File: src/rtl/uart_tx_feeder.sv
`timescale 1ns/1ps
`default_nettype none
// ============================================================================
// Module   : uart_tx_feeder
// Purpose  : Byte FIFO that feeds a UART transmitter one byte at a time using
//            a load strobe / holding-register-empty handshake.
// Revision : 1.0 - initial release
// ============================================================================
module uart_tx_feeder #(
    parameter int DEPTH = 16,   // FIFO depth in bytes, power of two, 2..256
    parameter int AW    = 4     // pointer width, log2(DEPTH)
) (
    input  logic          txclk,
    input  logic          reset,       // asynchronous, active low
    input  logic          wr_en,
    input  logic [7:0]    wr_data,
    output logic          full,
    output logic [AW:0]   level,
    output logic          overflow,
    input  logic          ovf_clr,
    input  logic          enable,
    input  logic          tx_empty,
    output logic          ld_tx_data,
    output logic [7:0]    tx_data,
    output logic          tx_enable
);

    typedef enum logic [1:0] {
        IDLE = 2'd0,
        LOAD = 2'd1,
        ACK  = 2'd2
    } state_t;

    localparam logic [AW:0]   LEVEL_FULL = (AW+1)'(DEPTH);
    localparam logic [AW:0]   LEVEL_ONE  = (AW+1)'(1);
    localparam logic [AW-1:0] PTR_ONE    = AW'(1);

    state_t        state;
    logic [7:0]    mem [DEPTH];
    logic [AW-1:0] wr_ptr;
    logic [AW-1:0] rd_ptr;
    logic          push;
    logic          pop;

    // full comes straight from the registered level, so a pop in the same
    // cycle never opens room for a push into a full FIFO.
    assign full = (level == LEVEL_FULL);
    assign push = wr_en && !full;
    // The head byte leaves the FIFO at the end of the single LOAD cycle.
    assign pop  = (state == LOAD);

    // Storage array: written on accepted pushes only, contents need no reset
    // because the pointers and level define what is valid.
    always_ff @(posedge txclk) begin
        if (push) begin
            mem[wr_ptr] <= wr_data;
        end
    end

    // Pointer and occupancy bookkeeping; pointers wrap naturally at DEPTH.
    always_ff @(posedge txclk or negedge reset) begin
        if (!reset) begin
            wr_ptr <= '0;
            rd_ptr <= '0;
            level  <= '0;
        end else begin
            if (push) begin
                wr_ptr <= wr_ptr + PTR_ONE;
            end
            if (pop) begin
                rd_ptr <= rd_ptr + PTR_ONE;
            end
            case ({push, pop})
                2'b10:   level <= level + LEVEL_ONE;
                2'b01:   level <= level - LEVEL_ONE;
                default: level <= level;
            endcase
        end
    end

    // Sticky overflow flag; a refusal wins over a coincident clear.
    always_ff @(posedge txclk or negedge reset) begin
        if (!reset) begin
            overflow <= 1'b0;
        end else if (wr_en && full) begin
            overflow <= 1'b1;
        end else if (ovf_clr) begin
            overflow <= 1'b0;
        end
    end

    // Transmitter enable follows the enable input one cycle later.
    always_ff @(posedge txclk or negedge reset) begin
        if (!reset) begin
            tx_enable <= 1'b0;
        end else begin
            tx_enable <= enable;
        end
    end

    // Load handshake FSM: capture head byte, strobe for one cycle, then wait
    // for the UART to signal it has taken the byte before considering another.
    always_ff @(posedge txclk or negedge reset) begin
        if (!reset) begin
            state      <= IDLE;
            ld_tx_data <= 1'b0;
            tx_data    <= 8'h00;
        end else begin
            ld_tx_data <= 1'b0;
            case (state)
                IDLE: begin
                    if ((level != '0) && tx_empty && enable) begin
                        tx_data    <= mem[rd_ptr];
                        ld_tx_data <= 1'b1;
                        state      <= LOAD;
                    end
                end
                LOAD: begin
                    state <= ACK;
                end
                ACK: begin
                    if (!tx_empty) begin
                        state <= IDLE;
                    end
                end
                default: begin
                    state <= IDLE;
                end
            endcase
        end
    end

endmodule
`default_nettype wire

File: config.mk
export PLATFORM = sky130hd
export DESIGN_NAME = uart_tx_feeder
export DESIGN_NICKNAME = d
export VERILOG_FILES = /design/src/rtl/uart_tx_feeder.sv
export SDC_FILE = /design/constraint.sdc
export NUM_CORES = 1
export LEC_CHECK = 0
export BUFFER_PORTS_ARGS = -buffer_cell sky130_fd_sc_hd__buf_4
export CAP_MARGIN = 20
export CELL_PAD_IN_SITES_DETAIL_PLACEMENT = 0
export CELL_PAD_IN_SITES_GLOBAL_PLACEMENT = 1
export CORE_MARGIN = 1.5
export CORE_UTILIZATION = 53
export DETAILED_ROUTE_END_ITERATION = 10
export PLACE_DENSITY_LB_ADDON = 0.1
export RECOVER_POWER = 50
export SYNTH_ARGS = -nofsm -noshare
export SYNTH_HDL_FRONTEND = slang
export SYNTH_SLANG_ARGS = --single-unit
File: constraint.sdc
create_clock -name txclk -period 3 [get_ports txclk]
set_input_delay 0 -clock txclk [delete_from_list [all_inputs] [get_ports txclk]]
set_output_delay 0 -clock txclk [all_outputs]
set_load 0.01 [all_outputs]
==> run_results.csv <==
group,metric,value,unit
final_layout,drive_gt1_share,28.32,%
yosys,yosys_warnings,0,
floorplanning,dieWidth,111.0,um
critical_path,worst-path-buf-inv,1,
min_path,min_path_type,"input port to register",
sta,max_slew_margin,0.8070,%
sta,layout_min_cycle_time,2.531,ns
drt,ant_nets,0,
yosys,yosys_register_bits,154,
yosys,synth_nets,344,
global_routing,antenna_found_initial,0,
placed_design,place_congestion,0.7203,
sta,max_freq,0.3951,GHz
floorplanning,coreArea,11420,um2
critical_path,cpMostUsedCell,"ha_1",
critical_path,crit_path_max_fanout,9,
clock_tree,clkSinkCount,154,
global_routing,grt.total_usage,20.28,%
sta,slew_viol_final,0,
drt,finalWirelength,11370,um
final_layout,fillers,806,
yosys,synth_cell_types,39,
yosys,synth_area_leader_cell,"edfxtp_1",
critical_path,worstReg2RegStart,"level[2]$_DFFE_PN0P_",
global_routing,grt_pass1_wl,18080,um
pwr,seq_power_share,44.2,%
clock_tree,cts_buffers,17,
final_layout,seq_area,4496,um2
drt,drt_iter0_markers,326,
yosys,netlist_area,6183,um2
clock_tree,clock_path_buffers,2,
placed_design,hpwl,7202,um
sta,rsz0062_at_grt,"false",
clock_tree,worst_skew_pair.late_latency,0.41,ns
global_routing,overflow,0,
drt,first_pass_iters,4,
final_layout,areaGrowthSynthToFinish,17.87,%
drt,wl_per_cell,20.98,um
critical_path,startpoint,"level[2]$_DFFE_PN0P_",
floorplanning,die_height,111.0,um
global_routing,use_met2,31.77,%
pwr,p_comb_share,25.6,%
floorplanning,dieArea,12320,um2
sta,worst_pin_slew,1.488,ns
critical_path,crit_path_top_delay_cell,"dfrtp_1",
sta,clock-skew-final,0.004649,ns
critical_path,crit_chain,"nor4_4 -> a21boi_2 -> inv_1 -> ha_1 -> xor2_1 -> ha_1 -> o31ai_1 -> and3_1 -> a31oi_1 -> xnor2_1",
pwr,switchingPower,0.001974,W
pwr,switching_share,29.08,%
floorplanning,initial_core_util,54.15,%
sta,hold_viol,0,
clock_tree,cts_resized,0,
sta,setup_ws,0.4689,ns
drt,vias_per_cell,5.644,
yosys,synthCells,322,
job,drv_cap,0,
clock_tree,htreeDepth,4,
sta,period_share,84.37,%
sta,whs,0.2725,ns
final_layout,multi_input_area,1556,um2
yosys,synthTopCellsByArea,"edfxtp_1 (62%), mux4_2 (12%), dfrtp_1 (11%), a221oi_2 (1.9%), ha_1 (1.6%)",
critical_path,critPathCaptureType,"register",
sta,finalSetupViolations,0,
clock_tree,cts_root_buf,"clkbuf_16",
pwr,p_leak,2.545,nW
yosys,synthDominantCellAreaShare,62.16,%
clock_tree,post-cts-setup-buffer-count,0,
drt,route.detailed.drc,0,
floorplanning,ioPinCount,31,
pwr,power_density,931.5,nW/um2
global_routing,grtUsageMet3,4.374,%
yosys,ys_seq_area_share,72.68,%
critical_path,worstPathRequired,3.34,ns
final_layout,fin_nets,408,
global_routing,grt.busiest_layer,"met2",
clock_tree,cts_tree,"yes",
global_routing,grt.met1_usage,27.61,%
yosys,syn_avg_cell_area,19.20,um2
placed_design,port_buffers,30,
pwr,power_frac_clock,30.2,%
critical_path,crit_family,"simple AND/OR/NAND/NOR gates",
final_layout,n_antenna_cell,0,
clock_tree,clk_pin_slew_worst_paths,0.06,ns
critical_path,cp-start-kind,"register",
global_routing,grt_max_degree,34,
global_routing,grt_pass1_vias,3230,
critical_path,cp.arrival,2.87,ns
floorplanning,std_cell_rows,39,
min_path,hold_start,"enable",
pwr,ir_drop,0.7774,mV
critical_path,slowest_delay,0.49,ns
drt,vias,3059,
pwr,cellInternalPower,0.004815,W
critical_path,worst-setup-path-type,"register to register",
sta,setup_tns,0,ns
placed_design,place_ws,0.4747,ns
run_status,outcome,"completed",
cell usage after synthesis:
cell type and number:
a22o_1 1, o21ai_0 2, nor3_1 5, dfrtp_1 26, a221oi_2 8, buf_6 4
inv_1 5, edfxtp_1 128, a211oi_1 1, a31oi_1 1, or2_2 2, nand4bb_1 1
buf_1 3, nor2b_1 1, and2_2 1, nor4_1 1, nor2_1 24, nand2_1 9
a21oi_1 3, mux2i_1 8, mux2_2 2, a21boi_2 1, or3b_2 1, ha_1 8
nand3b_1 1, buf_4 1, buf_2 7, o31ai_1 1, clkbuf_1 4, xor2_1 5
mux4_2 32, and2_4 1, and3_1 1, nand2b_1 4, o22ai_1 8, xnor2_1 7
nor4_4 1, nand4_1 2, a21oi_2 1
power by group through the flow:
stage               clock, W  combinational [W]  sequential, W
global placement           0            0.00177        0.00303
finish               0.00205            0.00174        0.00300
detailed placement         0            0.00177        0.00305
CTS                  0.00209            0.00180        0.00301
global route         0.00217            0.00189        0.00306
floorplan                  0            0.00137        0.00286
routing by layer:
metal,up-vias,part of all wire [%]
li1,1403,-
met1,1567,44
met2,75,49
met3,14,4.9
met4,0,1.7
met5,-,0
through the flow:
step	utilization [%]	power [W]	area (um2)	std cells
global route	63.83	0.007114	7288	542
CTS	64.35	0.006896	7348	542
finish	63.83	0.006789	7288	542
floorplan	-	0.004231	6183	322
detailed placement	58.20	0.004820	6645	497
global placement	58.20	0.004800	6645	497
final cells by class:
type,instances,area share (%)
sequential,154,61.68
tap,143,2.455
clock buffer,23,6.558
multi-input combinational,144,21.36
clock inverter,9,1.305
inverter,5,0.2575
timing repair buffer,64,6.386
placed cells by master (no fill, tap or decap), types with 2 or more instances in the layout:
master,instances
a21oi_1,3
a221oi_2,8
buf_4,33
bufinv_16,2
clkbuf_1,19
clkbuf_16,17
clkbuf_8,3
clkinv_1,2
clkinv_2,4
dfrtp_1,25
dlygate4sd3_1,13
edfxtp_1,128
ha_1,8
inv_1,5
mux2_2,2
mux2i_1,8
mux4_2,32
nand2_1,9
nand2b_1,4
nand4_1,2
nor2_1,24
nor3_1,5
o21ai_0,2
o22ai_1,8
or2_2,2
xnor2_1,7
xor2_1,5
logic make-up after synthesis:
family / share of synthesized area [%]
flops: 72.68
compound gates: 3.966
fa+ha+maj: 1.619
mux: 13.31
xor+xnor: 1.700
simple gates: 4.573
buf+inv: 2.145
state kept, by name (all words and copies together), names as in the netlist:
name        flops
mem           128
tx_data         8
level           5
rd_ptr          4
wr_ptr          4
state           2
ld_tx_data      1
overflow        1
tx_enable       1
worst paths after layout:
| kind | to | slack (ns) | depth (start not counted) |
|---|---|---|---|
| setup reg to reg | level[4]$_DFFE_PN0P_ | 0.47 | 10 |
| hold reg to reg | state[1]$_DFFE_PN0P_ | 0.55 | 2 |
| max in group asynchronous | rd_ptr[2]$_DFFE_PN0P_ | 1.55 | 2 |
| min in group asynchronous | level[2]$_DFFE_PN0P_ | 0.48 | 2 |
| setup / recovery | level[4]$_DFFE_PN0P_ | 0.47 | 10 |
| hold / removal | tx_enable$_DFF_PN0_ | 0.27 | 2 |
timing repair:
action | in CTS | in global routing
hold endpoints to repair | 158 | 0
endpoints found under the setup margin | 0 | 0
hold buffers | 13 | 0
Power figures use the tool's default switching activity.
